## src/rtl/program_counter.sv

```systemverilog
// rtl/program_counter.sv - registered instruction-address counter for the fetch stage
// Each edge: reset, load a jump/branch target, or step by INCR modulo 2^ADDR_W.
module program_counter #(
  parameter int unsigned            ADDR_W     = 6,
  parameter logic [ADDR_W-1:0]      RESET_ADDR = '0,
  parameter logic [ADDR_W-1:0]      INCR       = ADDR_W'(1)
) (
  input  logic              clk,
  input  logic              nReset,
  input  logic              WriteEnable,
  input  logic [ADDR_W-1:0] AddrIn,
  output logic [ADDR_W-1:0] AddrOut
);

  logic [ADDR_W-1:0] addr_q;
  logic [ADDR_W-1:0] addr_next;

  // nReset is active-high; reset outranks a load on the same edge.
  always_comb begin
    addr_next = addr_q + INCR;
    if (nReset) begin
      addr_next = RESET_ADDR;
    end else if (WriteEnable) begin
      addr_next = AddrIn;
    end
  end

  always_ff @(posedge clk) begin
    addr_q <= addr_next;
  end

  assign AddrOut = addr_q;

endmodule

```

## config.mk

```make
export PLATFORM = sky130hd
export DESIGN_NAME = program_counter
export DESIGN_NICKNAME = d
export VERILOG_FILES = /design/src/rtl/program_counter.sv
export SDC_FILE = /design/constraint.sdc
export NUM_CORES = 1
export LEC_CHECK = 0
export CORE_AREA = 2 2 39 41
export CTS_BUF_LIST = sky130_fd_sc_hd__clkbuf_4
export DETAILED_ROUTE_END_ITERATION = 12
export DIE_AREA = 0 0 41 43
export GPL_TIMING_DRIVEN = 0
export PLACE_DENSITY = 0.55
export SLEW_MARGIN = 40
export SYNTH_ARGS = -nofsm -noshare
export SYNTH_HDL_FRONTEND = slang
export SYNTH_SLANG_ARGS = --single-unit
export TNS_END_PERCENT = 20
```

## constraint.sdc

```tcl
create_clock -name clk -period 1.35 [get_ports clk]
set_input_delay 0.27 -clock clk [delete_from_list [all_inputs] [get_ports clk]]
set_output_delay 0.27 -clock clk [all_outputs]
set_load 0.1 [all_outputs]
```

# ---- After elaboration in Yosys (flattened, before gate mapping)
# Index checks and enable logic that the tools add are counted.
dict set report totals {
  ff_bits 6
  input_bits 9
  elab_cells 3
}
dict set report op_classes {
  addsub 1
  mux 1
}
# op n
set op_table {}
lappend op_table {{6-bit by 1-bit adder with 6-bit output (second input constant)} 1}
lappend op_table {{6-bit 2-to-1 mux} 1}

# ---- Depth between registers and ports, before layout
# Gate-level depths: netlist of run 1.
dict set report logic_depth {
  ltp_word 2
  mapped_depth 4
  depth_no_buf 4
}

# ---- Least setup slack after synthesis of run 1
# No wires, ideal clock.
dict set report synth_path {
  path_kind {register -> register}
  start {register addr_q[0], in the netlist AddrOut[0]}
  end {register addr_q[4], in the netlist AddrOut[4]}
  setup_time_ns 0.086
  t_arrival_ns 1.793
  required_ns 1.264
  path_slack_ns -0.529
  path_stages_with_launch 5
  path_cell_list {dfxtp_1 -> ha_1 -> nand3_1 -> xor2_1 -> a211oi_1}
}
dict set report synth_via {
  elab_chain_cells 2
}
# item line_no
set synth_lines {}
lappend synth_lines {{start, declared} 15} ;# logic [ADDR_W-1:0] addr_q;
lappend synth_lines {{start signal, assigned} 29} ;# addr_q <= addr_next;
lappend synth_lines {{6-bit by 1-bit adder with 6-bit output} 20} ;# addr_next = addr_q + INCR;
lappend synth_lines {{6-bit 2-to-1 mux} 23} ;# end else if (WriteEnable) begin
# No other way between the ends.
# A chain may end at the register's enable or synchronous reset.

# ---- Worst setup path after layout of run 1
dict set report layout_path {
  start {register addr_q[0], in the netlist AddrOut[0]}
  end {output AddrOut[0]}
}
# item line_no
set layout_rtl {}
lappend layout_rtl {{end, declared} 12} ;# output logic [ADDR_W-1:0] AddrOut
# No word-level cell between the ends.

==> results of run 1 <==
worst register-to-register path, delay by kind of cell, from the launching register on:
kind             cells  cell delay [ns]
flip-flops           1             0.36
AND/OR/NAND/NOR      2             0.44
AO/OA/AOI/OAI        1             0.23
layout make-up:
| class | instances | area [um^2] |
|---|---|---|
| clock buffer | 4 | 30.0 |
| fill | 157 | 937 |
| inverter | 1 | 3.75 |
| multi-input combinational | 23 | 143 |
| sequential | 6 | 140 |
| tap | 16 | 20.0 |
| timing repair buffer | 14 | 110 |
kinds of logic after synthesis:
group           after synthesis
compound gates                6
xor+xnor                      3
fa+ha+maj                     1
buf+inv                       1
flops                         6
mux                           1
simple gates                 12
where the power goes:
part,switching [mW],leakage [nW],internal (mW)
registers,0.0126,0.0532,0.190
logic,0.121,0.119,0.0433
clock network,0.0730,0.0184,0.133
total,0.206,0.191,0.365
layout by cell type, fill, tap and decap left out, drive strengths merged:
master,Yosys,layout
inv,1,1
clkbuf,0,4
a311oi,1,1
nor2,6,6
or3,1,1
ha,1,1
dfxtp,6,6
buf,0,6
a211oi,2,2
xor2,3,3
mux2i,1,1
o21ai,1,1
nand3,2,2
a21oi,2,2
nand2,3,3
clkdlybuf4s50,0,8
path summary, 6_finish.rpt:
path | end | slack, ns | depth (start not counted)
hold reg to reg | AddrOut[5]$_SDFF_PP0_ | 0.50 | 2
hold / removal | AddrOut[5]$_SDFF_PP0_ | 0.50 | 2
setup / recovery | AddrOut[0] | 0.05 | 1
setup reg to reg | AddrOut[5]$_SDFF_PP0_ | 0.22 | 3
routing by layer:
metal	wire length, um	up-vias	track usage [%]
met5	0	-	0
met4	15	0	8.00
met3	71	2	7.85
met2	243	14	11.3
met1	252	110	11.0
li1	-	141	-
stage by stage:
step	area (um^2)	setup TNS (ns)	worst slack (ns)	utilization, %
5_1_grt	447	0	0.00182	32.3
3_3_place_gp	447	-2.33	-0.404	32.3
4_1_cts	447	0	0.0266	32.3
6_report	447	0	0.0460	32.3
3_5_place_dp	417	-0.0253	-0.0253	30.1
2_1_floorplan	287	0	0.0145	-
==> impl_results.md, run 1 <==
* Post-synth cell types at 14
* CP endpoint kind: primary output
* Wirelength per Cell at 9.11 um
* Power Total at 0.572 mW
* DR iter-0 viols at 2
* Reg clk slew, reported paths at 0.05 ns
* CP bufs+invs at 1
* Hold Fails Final Rpt at 0
* Hold Crit Class: flip-flop to flip-flop
* Max cap viols at 0
* CP Max Fanout at 4
* Final setup vio count at 0
* Fmax at 0.767 GHz
* Slowest-stage cell, CP: buf_2
* Cell Count, Final, Fillers Out at 64
* Hold buffers post-CTS at 0
* Syn_nets at 40
* Clock Tree Buf Depth at 2
* Post-cts gate resize count at 0
* Status: complete, no violations
* Vias at 267
* Worst slew pin tran at 0.486 ns
* VDD IR max at 514 uV
* Fin crit share at 96.6%
* IO Count at 15
* RePlAce Congestion at 0.666
* Crit path time final at 1.30 ns
* Chip Height at 43 um
* Synth Area in Simple Gates at 20.7%
* Initial antenna violation count at 0
* Register area share after synthesis at 45.1%
* Synthesized cell area at 267 um^2
* RR Startpoint: AddrOut[0]$_SDFF_PP0_
* Die width at 41 um
* First-pass GRT wire length at 1040 um
* Top-area cell type share of the netlist area at 45.1%
* Core area at 1380 um^2
* Largest family of logic cells by synthesized area: simple AND/OR/NAND/NOR gates
* First-pass DRT Iterations at 4
* DRC viols at 0
* Gr ovfl total at 0
* Worst path required time at 1.08 ns
* Final Hold Slack at 0.495 ns
* Area delta synth->final at 67.6%
* Via/cell ratio at 4.17
* Total GRT Usage at 9.75%
* Xor and xnor area share after synthesis at 9.86%
* I/O Buffers at 14
* Post-synth top area cell: dfxtp_1
* Top cells by count, synth: 6 x dfxtp_1, 6 x nor2_1, 3 x nand2_1, 3 x xor2_1
* Layout cell share with drive strength beyond 1 at 35.4%
* Yosys warning total at 0
* Crit Path Category: flip-flop to primary output
* TritonCTS Sinks at 6
* Slowest cell delay on critical path at 0.42 ns
* Crit. Startpoint: AddrOut[0]$_SDFF_PP0_
* #FFs+latches synth at 6
* Clk_lat worst skew at 0.25 ns
* Slew Limit Fails at 0
* Syn Area/Cell at 8.88 um^2
* Top FF cell, synth: dfxtp_1
* Largest register FFs at 6
* Die area at 1760 um^2
* Post-synthesis adder-cell area fraction at 4.69%
* TritonCTS Buffers at 3
* # nets final at 59
* Cell family with most CP delay: buffers and inverters
* RSZ-0062 raised after global routing: false
* Post-CTS setup-driven buffer insertion count at 0
* Worst setup SP type: flip-flop
* Crit path arrival time at 1.03 ns
* Ordered cell list for the critical path: buf_2
* H-tree depth at 1
* Initial Utilization at 19.3%
* Mux share of post-synthesis cell area at 3.76%
* Vias in the first global route at 258
* CTS tree: done
* Dominant cells by area after synthesis: dfxtp_1 45%, xor2_1 9.9%, nor2_1 8.5%
* CTS root buf: clkbuf_4
* Post-Synthesis Cells at 30
* Post-Route WL at 583 um
* LEAKAGE at 0.191 nW
* Antenna diode count at 0
* Post-synth EDFFs at 0
* Row cnt at 14
* Antenna Nets Post-Route at 0
* Post-synth ARST share at 0%
* Pin count of the biggest net entering global routing at 8
* Cell Pwr Density at 1280 nW/um^2
* Setup skew after layout at 0.00689 ns
* Placed cells at 60
* Slew margin rel. at 67.8%
* Compound-gate portion of the synthesized area at 14.6%
* Hold Path Origin: AddrOut[5]$_SDFF_PP0_
(Power assumes the default switching activity.)
==> run 2, diff against run 1 <==
--- a/config.mk
+++ b/config.mk
@@ -10,7 +10,7 @@
 export DETAILED_ROUTE_END_ITERATION = 12
 export DIE_AREA = 0 0 41 43
 export GPL_TIMING_DRIVEN = 0
-export PLACE_DENSITY = 0.55
+export PLACE_DENSITY_LB_ADDON = 0.12
 export SLEW_MARGIN = 40
 export SYNTH_ARGS = -nofsm -noshare
 export SYNTH_HDL_FRONTEND = slang
==> run 2 against run 1 <==
Wire length increased by 8.7%. Core utilization increased by 0.18 points. Total power decreased by 0.14%. Combinational power about the same. Cell count unchanged. Sequential share of layout area decreased by 0.17 points. Critical path depth unchanged. Count of clock-buffer cells in the layout unchanged. Clock skew increased by 0.0042 ns.
==> impl_results.md, run 2 (synthesis gave the netlist of run 1 again) <==
* TritonCTS Buffers at 3 (unchanged)
* Area delta synth->final at 68.5%
* DRC viols at 0 (unchanged)
* Largest register FFs at 6 (unchanged)
* Cell Count, Final, Fillers Out at 64 (unchanged)
* Slew margin rel. at 67.9% (+0.086 points)
* Setup skew after layout at 0.0110 ns (+0.00416 ns)
* Ordered cell list for the critical path: buf_2
* Cell Pwr Density at 1270 nW/um^2 (-0.70%)
* CTS tree: done
* CP Max Fanout at 3 (-1)
* Cell family with most CP delay: buffers and inverters
* Worst setup SP type: flip-flop
* Fin crit share at 95.5% (-1.0 points)
* Total GRT Usage at 9.15% (-0.60 points)
* Gr ovfl total at 0 (unchanged)
* Slowest cell delay on critical path at 0.42 ns (about the same)
* Via/cell ratio at 4.23 (+1.5%)
* Initial antenna violation count at 0 (unchanged)
* Worst path required time at 1.08 ns (about the same)
* RePlAce Congestion at 0.634 (-4.7%)
* Antenna diode count at 0 (unchanged)
* Max cap viols at 0 (unchanged)
* Hold Crit Class: flip-flop to flip-flop
* Post-Route WL at 634 um (+8.7%)
* Reg2Reg Setup Slack at 0.19 ns (-0.03 ns)
* First-pass GRT wire length at 1010 um (-2.6%)
* Dpl hpwl at 487 um
* DP Worst Slack at -0.0575 ns (-0.0321 ns)
* Fill count at 148 (-5.7%)
* RR Startpoint: AddrOut[2]$_SDFF_PP0_
* # nets final at 59 (unchanged)
* Vias at 271 (+1.5%)
* Hold Path Origin: AddrOut[5]$_SDFF_PP0_
* Most frequent cells in the layout: 8 x clkdlybuf4s50_1, 6 x nor2_1, 5 x dfxtp_4, 5 x clkbuf_4, 5 x buf_2
* First-pass DRT Iterations at 1 (-3)
* Hold Fails Final Rpt at 0 (unchanged)
* Vias in the first global route at 226 (-12%)
* WHS Path Cells at 2 (unchanged)
* Reg clk slew, reported paths at 0.06 ns (about the same)
* Slowest-stage cell, CP: buf_2
* Wirelength per Cell at 9.91 um (+8.7%)
* VDD IR max at 459 uV (-11%)
* Placed cells at 60 (unchanged)
* Clock Tree Buf Depth at 2 (unchanged)
* Crit path arrival time at 1.02 ns (about the same)
* CP endpoint kind: primary output
* DR iter-0 viols at 0 (-2)
* Worst reg2reg path depth at 3 (unchanged)
* Worst setup margin at 0.0601 ns (+0.0141 ns)
* H-tree depth at 1 (unchanged)
* Post-CTS setup-driven buffer insertion count at 0 (unchanged)
* Worst slew pin tran at 0.485 ns (-0.00130 ns)
* Clk_lat worst skew at 0.25 ns (about the same)
* Chip Height at 43 um (unchanged)
* End of the worst hold path: AddrOut[5]$_SDFF_PP0_
* Layout cell share with drive strength beyond 1 at 35.4% (unchanged)
* Crit Path Category: flip-flop to primary output
* Row cnt at 14 (unchanged)
* LEAKAGE at 0.190 nW (-0.14%)
* Pin count of the biggest net entering global routing at 8 (unchanged)
* Status: complete, no violations
* Fmax at 0.775 GHz (+1.1%)
* TritonCTS Sinks at 6 (unchanged)
* Slew Limit Fails at 0 (unchanged)
* CP bufs+invs at 1 (unchanged)
* CTS root buf: clkbuf_4
* Die area at 1760 um^2 (unchanged)
* IO Count at 15 (unchanged)
* I/O Buffers at 14 (unchanged)
* Crit path time final at 1.29 ns (-0.0141 ns)
* Antenna Nets Post-Route at 0 (unchanged)
* Hold buffers post-CTS at 0 (unchanged)
* RSZ-0062 raised after global routing: false
* Initial Utilization at 19.3% (unchanged)
* R2r endpoint: AddrOut[5]$_SDFF_PP0_
* Commonest non-fill, non-tap cell in the layout: clkdlybuf4s50_1
* CP Depth at 1 (unchanged)
* Final setup vio count at 0 (unchanged)
* Core area at 1380 um^2 (unchanged)
* Die width at 41 um (unchanged)
[run 2: area by class of cell]
type                            count  area (um^2)  area share [%]
Clock buffer                        4         30.0            6.69
Inverter                            1         3.75           0.836
Multi-Input combinational cell     23          143            31.8
Sequential cell                     6          140            31.2
Tap cell                           16         20.0            4.46
Timing Repair Buffer               14          113            25.1
[run 2: how the worst max path moves through the flow]
stage	startpoint	endpoint	slack (ns)
after global routing	AddrOut[4]$_SDFF_PP0_	AddrOut[4]	0.008
after detailed placement	WriteEnable	AddrOut[5]$_SDFF_PP0_	-0.06
after global placement	AddrOut[2]$_SDFF_PP0_	AddrOut[2]	-0.40
final	AddrOut[4]$_SDFF_PP0_	AddrOut[4]	0.06
after floorplan	AddrOut[2]$_SDFF_PP0_	AddrOut[5]$_SDFF_PP0_	0.01
after CTS	AddrOut[2]$_SDFF_PP0_	AddrOut[2]	0.03
[run 2: routing by layer]
metal	track usage (%)	part of all wire, %	vias up
li1	-	-	142
met1	11.9	46	117
met2	10.0	42	12
met3	3.66	12	0
met4	10.0	0	0
met5	0	0	-
[run 2: power breakdown]
group	internal, mW	switching [mW]
Clock	0.132	0.0709
Sequential	0.190	0.0131
Combinational	0.0440	0.121
[run 2: metrics by stage]
stage               hold slack [ns]  total power [mW]  TNS (ns)  util (%)  cell area [um^2]
finish                        0.506             0.571         0      32.5               449
global route                  0.543             0.612         0      32.5               449
CTS                           0.505             0.585         0      32.3               447
detailed placement            0.498             0.371   -0.0906      30.1               417
global placement              0.492             0.382     -2.33      32.3               447
floorplan                     0.329             0.326         0         -               287
[run 2: what timing repair did]
action,4_1_cts,5_1_grt
setup endpoints to repair,0,1
gates resized for setup,0,1
endpoints found under the hold margin,0,0
==> run 3, diff against run 2 <==
--- a/config.mk
+++ b/config.mk
@@ -5,6 +5,7 @@
 export SDC_FILE = /design/constraint.sdc
 export NUM_CORES = 1
 export LEC_CHECK = 0
+export ABC_AREA = 1
 export CORE_AREA = 2 2 39 41
 export CTS_BUF_LIST = sky130_fd_sc_hd__clkbuf_4
 export DETAILED_ROUTE_END_ITERATION = 12
==> run 3 against run 2 <==
Die area unchanged. Global-route usage increased by 0.68 points. Total power decreased by 3.6%. Wire length increased by 1.3%. Critical path type unchanged. Highest routed layer is now met4.
==> impl_results.md, run 3 <==
* Crit path time final at 1.30 ns (+0.0131 ns)
* Synth Area in Simple Gates at 31.4% (+11 points)
* Crit Path Category: flip-flop to primary output
* Slowest-stage cell, CP: buf_2
* Clock Tree Buf Depth at 2 (unchanged)
* Compound-gate portion of the synthesized area at 9.80% (-4.8 points)
* TritonCTS Sinks at 6 (unchanged)
* Chip Height at 43 um (unchanged)
* Worst path required time at 1.08 ns (about the same)
* Power Total at 0.550 mW (-3.6%)
* Post-Route WL at 642 um (+1.3%)
* Register area share after synthesis at 39.2% (-5.9 points)
* Dpl hpwl at 505 um (+3.7%)
* Most common cell in the synthesized netlist: nor2_1
* Top-area cell type share of the netlist area at 39.2% (-5.9 points)
* Post-synth ARST share at 0% (unchanged)
* Gr ovfl total at 0 (unchanged)
* Die width at 41 um (unchanged)
* Cell area after layout at 467 um^2 (+3.9%)
* Hold Fails Final Rpt at 0 (unchanged)
* Mux share of post-synthesis cell area at 0% (-3.8 points)
* Commonest non-fill, non-tap cell in the layout: nor2_1
* Met3 Wirelength at 49 um (-36%)
* Post-synth cell types at 11 (-3)
* Status: complete, no violations
* Reg clk slew, reported paths at 0.04 ns (-0.02 ns)
* VDD IR max at 328 uV (-29%)
* Worst setup margin at 0.0470 ns (-0.0131 ns)
* Initial antenna violation count at 0 (unchanged)
* Pin count of the biggest net entering global routing at 10 (+2)
* I/O Buffers at 14 (unchanged)
* Total GRT Usage at 9.83% (+0.68 points)
* Setup skew after layout at 0.00148 ns (-0.00956 ns)
* Worst setup SP type: flip-flop
* Top FF cell, synth: dfxtp_1
* Fill count at 161 (+8.8%)
* Wirelength per Cell at 8.03 um (-19%)
* Fin crit share at 96.5% (+0.97 points)
* Slowest cell delay on critical path at 0.43 ns (about the same)
* Largest register FFs at 6 (unchanged)
* Row cnt at 14 (unchanged)
* Post-synthesis adder-cell area fraction at 4.08% (-0.61 points)
* Clk_lat worst skew at 0.24 ns (about the same)
* Dominant cells by area after synthesis: dfxtp_1 39%, nor2_1 15%, nand2_1 9.8%
* Syn Area/Cell at 6.52 um^2 (-27%)
* DRT met1 WL at 290 um (-0.68%)
* CP Max Fanout at 5 (+2)
* Initial Utilization at 22.2% (+2.9 points)
* RSZ-0062 raised after global routing: false
* Core area at 1380 um^2 (unchanged)
* Post-CTS setup-driven buffer insertion count at 0 (unchanged)
* H-tree depth at 1 (unchanged)
* CP endpoint kind: primary output
* Post-synth EDFFs at 0 (unchanged)
* Post-Synthesis Cells at 47 (+57%)
* IO Count at 15 (unchanged)
* Final Hold Slack at 0.457 ns (-0.0483 ns)
* Area delta synth->final at 52.2%
* DP Worst Slack at 0.0608 ns (+0.118 ns)
* Vias at 316 (+17%)
* Vias in the first global route at 294 (+30%)
* Syn_nets at 57 (+43%)
* Largest family of logic cells by synthesized area: simple AND/OR/NAND/NOR gates
* Yosys warning total at 0 (unchanged)
* Slew Limit Fails at 0 (unchanged)
* Synthesized cell area at 307 um^2 (+15%)
* Crit path arrival time at 1.03 ns (about the same)
* #FFs+latches synth at 6 (unchanged)
* Xor and xnor area share after synthesis at 5.71% (-4.1 points)
* DRC viols at 0 (unchanged)
* Hold Crit Class: flip-flop to flip-flop
* Cell Pwr Density at 1180 nW/um^2 (-7.2%)
* Max layer used: met4
* Antenna diode count at 0 (unchanged)
* Layout cell share with drive strength beyond 1 at 26.6% (-8.9 points)
* Post-cts gate resize count at 0 (unchanged)
* CP bufs+invs at 1 (unchanged)
* First-pass GRT wire length at 1080 um (+6.8%)
* Slew margin rel. at 67.9% (about the same)
* Antenna Nets Post-Route at 0 (unchanged)
* First-pass DRT Iterations at 1 (unchanged)
* CTS root buf: clkbuf_4
* Placed Area at 444 um^2 (+6.6%)
* Worst slew pin tran at 0.484 ns (-0.000624 ns)
* Hold buffers post-CTS at 0 (unchanged)
* LEAKAGE at 0.247 nW (+30%)
* Ordered cell list for the critical path: buf_2
* Post-synth top area cell: dfxtp_1
* Top cells by count, synth: 12 x nor2_1, 8 x nand2_1, 7 x inv_1
* Cell family with most CP delay: buffers and inverters
* DR iter-0 viols at 0 (unchanged)
* CTS tree: done
* Most frequent cells in the layout: 12 x nor2_1, 8 x nand2_1, 8 x clkdlybuf4s50_1
* # nets final at 76 (+29%)
* Die area at 1760 um^2 (unchanged)
* Final setup vio count at 0 (unchanged)
* Met2 Routed Length at 273 um (+2.6%)
* Via/cell ratio at 3.95 (-6.7%)
* Fmax at 0.767 GHz (-1.0%)
* Max cap viols at 0 (unchanged)
* RePlAce Congestion at 0.704 (+11%)
* TritonCTS Buffers at 3 (unchanged)
-- run 3: metrics by stage --
step	utilization (%)	instances	setup TNS [ns]
2_1_floorplan	-	47	-0.00237
3_5_place_dp	32.1	77	0
6_report	33.7	80	0
5_1_grt	33.7	80	0
3_3_place_gp	34.3	77	-2.32
4_1_cts	33.7	80	0
-- run 3: metal layers --
metal,track usage (%),vias up
met2,12.2,13
met3,3.14,4
met4,12.0,0
met1,11.2,122
li1,-,177
met5,0,-
-- run 3: final cells by class --
type / instances / area, um^2 / area share, %
sequential: 6 / 128 / 27.3
timing repair buffer: 14 / 110 / 23.6
clock buffer: 3 / 22.5 / 4.83
inverter: 8 / 30.0 / 6.43
multi-input combinational: 33 / 156 / 33.5
tap: 16 / 20.0 / 4.29
-- run 3: final timing paths --
check	from	to	slack [ns]	depth (start not counted)
max	AddrOut[2]$_SDFF_PP0_	AddrOut[2]	0.05	1
min	AddrOut[0]$_SDFF_PP0_	AddrOut[0]$_SDFF_PP0_	0.46	1
max reg2reg	AddrOut[0]$_SDFF_PP0_	AddrOut[2]$_SDFF_PP0_	0.33	4
min reg2reg	AddrOut[0]$_SDFF_PP0_	AddrOut[0]$_SDFF_PP0_	0.46	1
-- run 3: where the power goes --
group | switching [mW] | internal (mW) | leakage (nW)
sequential | 0.0138 | 0.195 | 0.0516
clock | 0.0629 | 0.100 | 0.0138
combinational | 0.132 | 0.0459 | 0.181
-- run 3: cells by family after synthesis --
family                     after synthesis
AOI/OAI and AO/OA                        6
adders and majority gates                1
buffers and inverters                    8
and+or+nand+nor                         24
xor gates and xnor gates                 2
DFF                                      6
-- run 3: worst register-to-register path: stages, from the launching register on --
cell and delay (ns):
dfxtp_2 0.33, ha_1 0.22, xor2_1 0.16, o21ai_0 0.15, inv_1 0.05
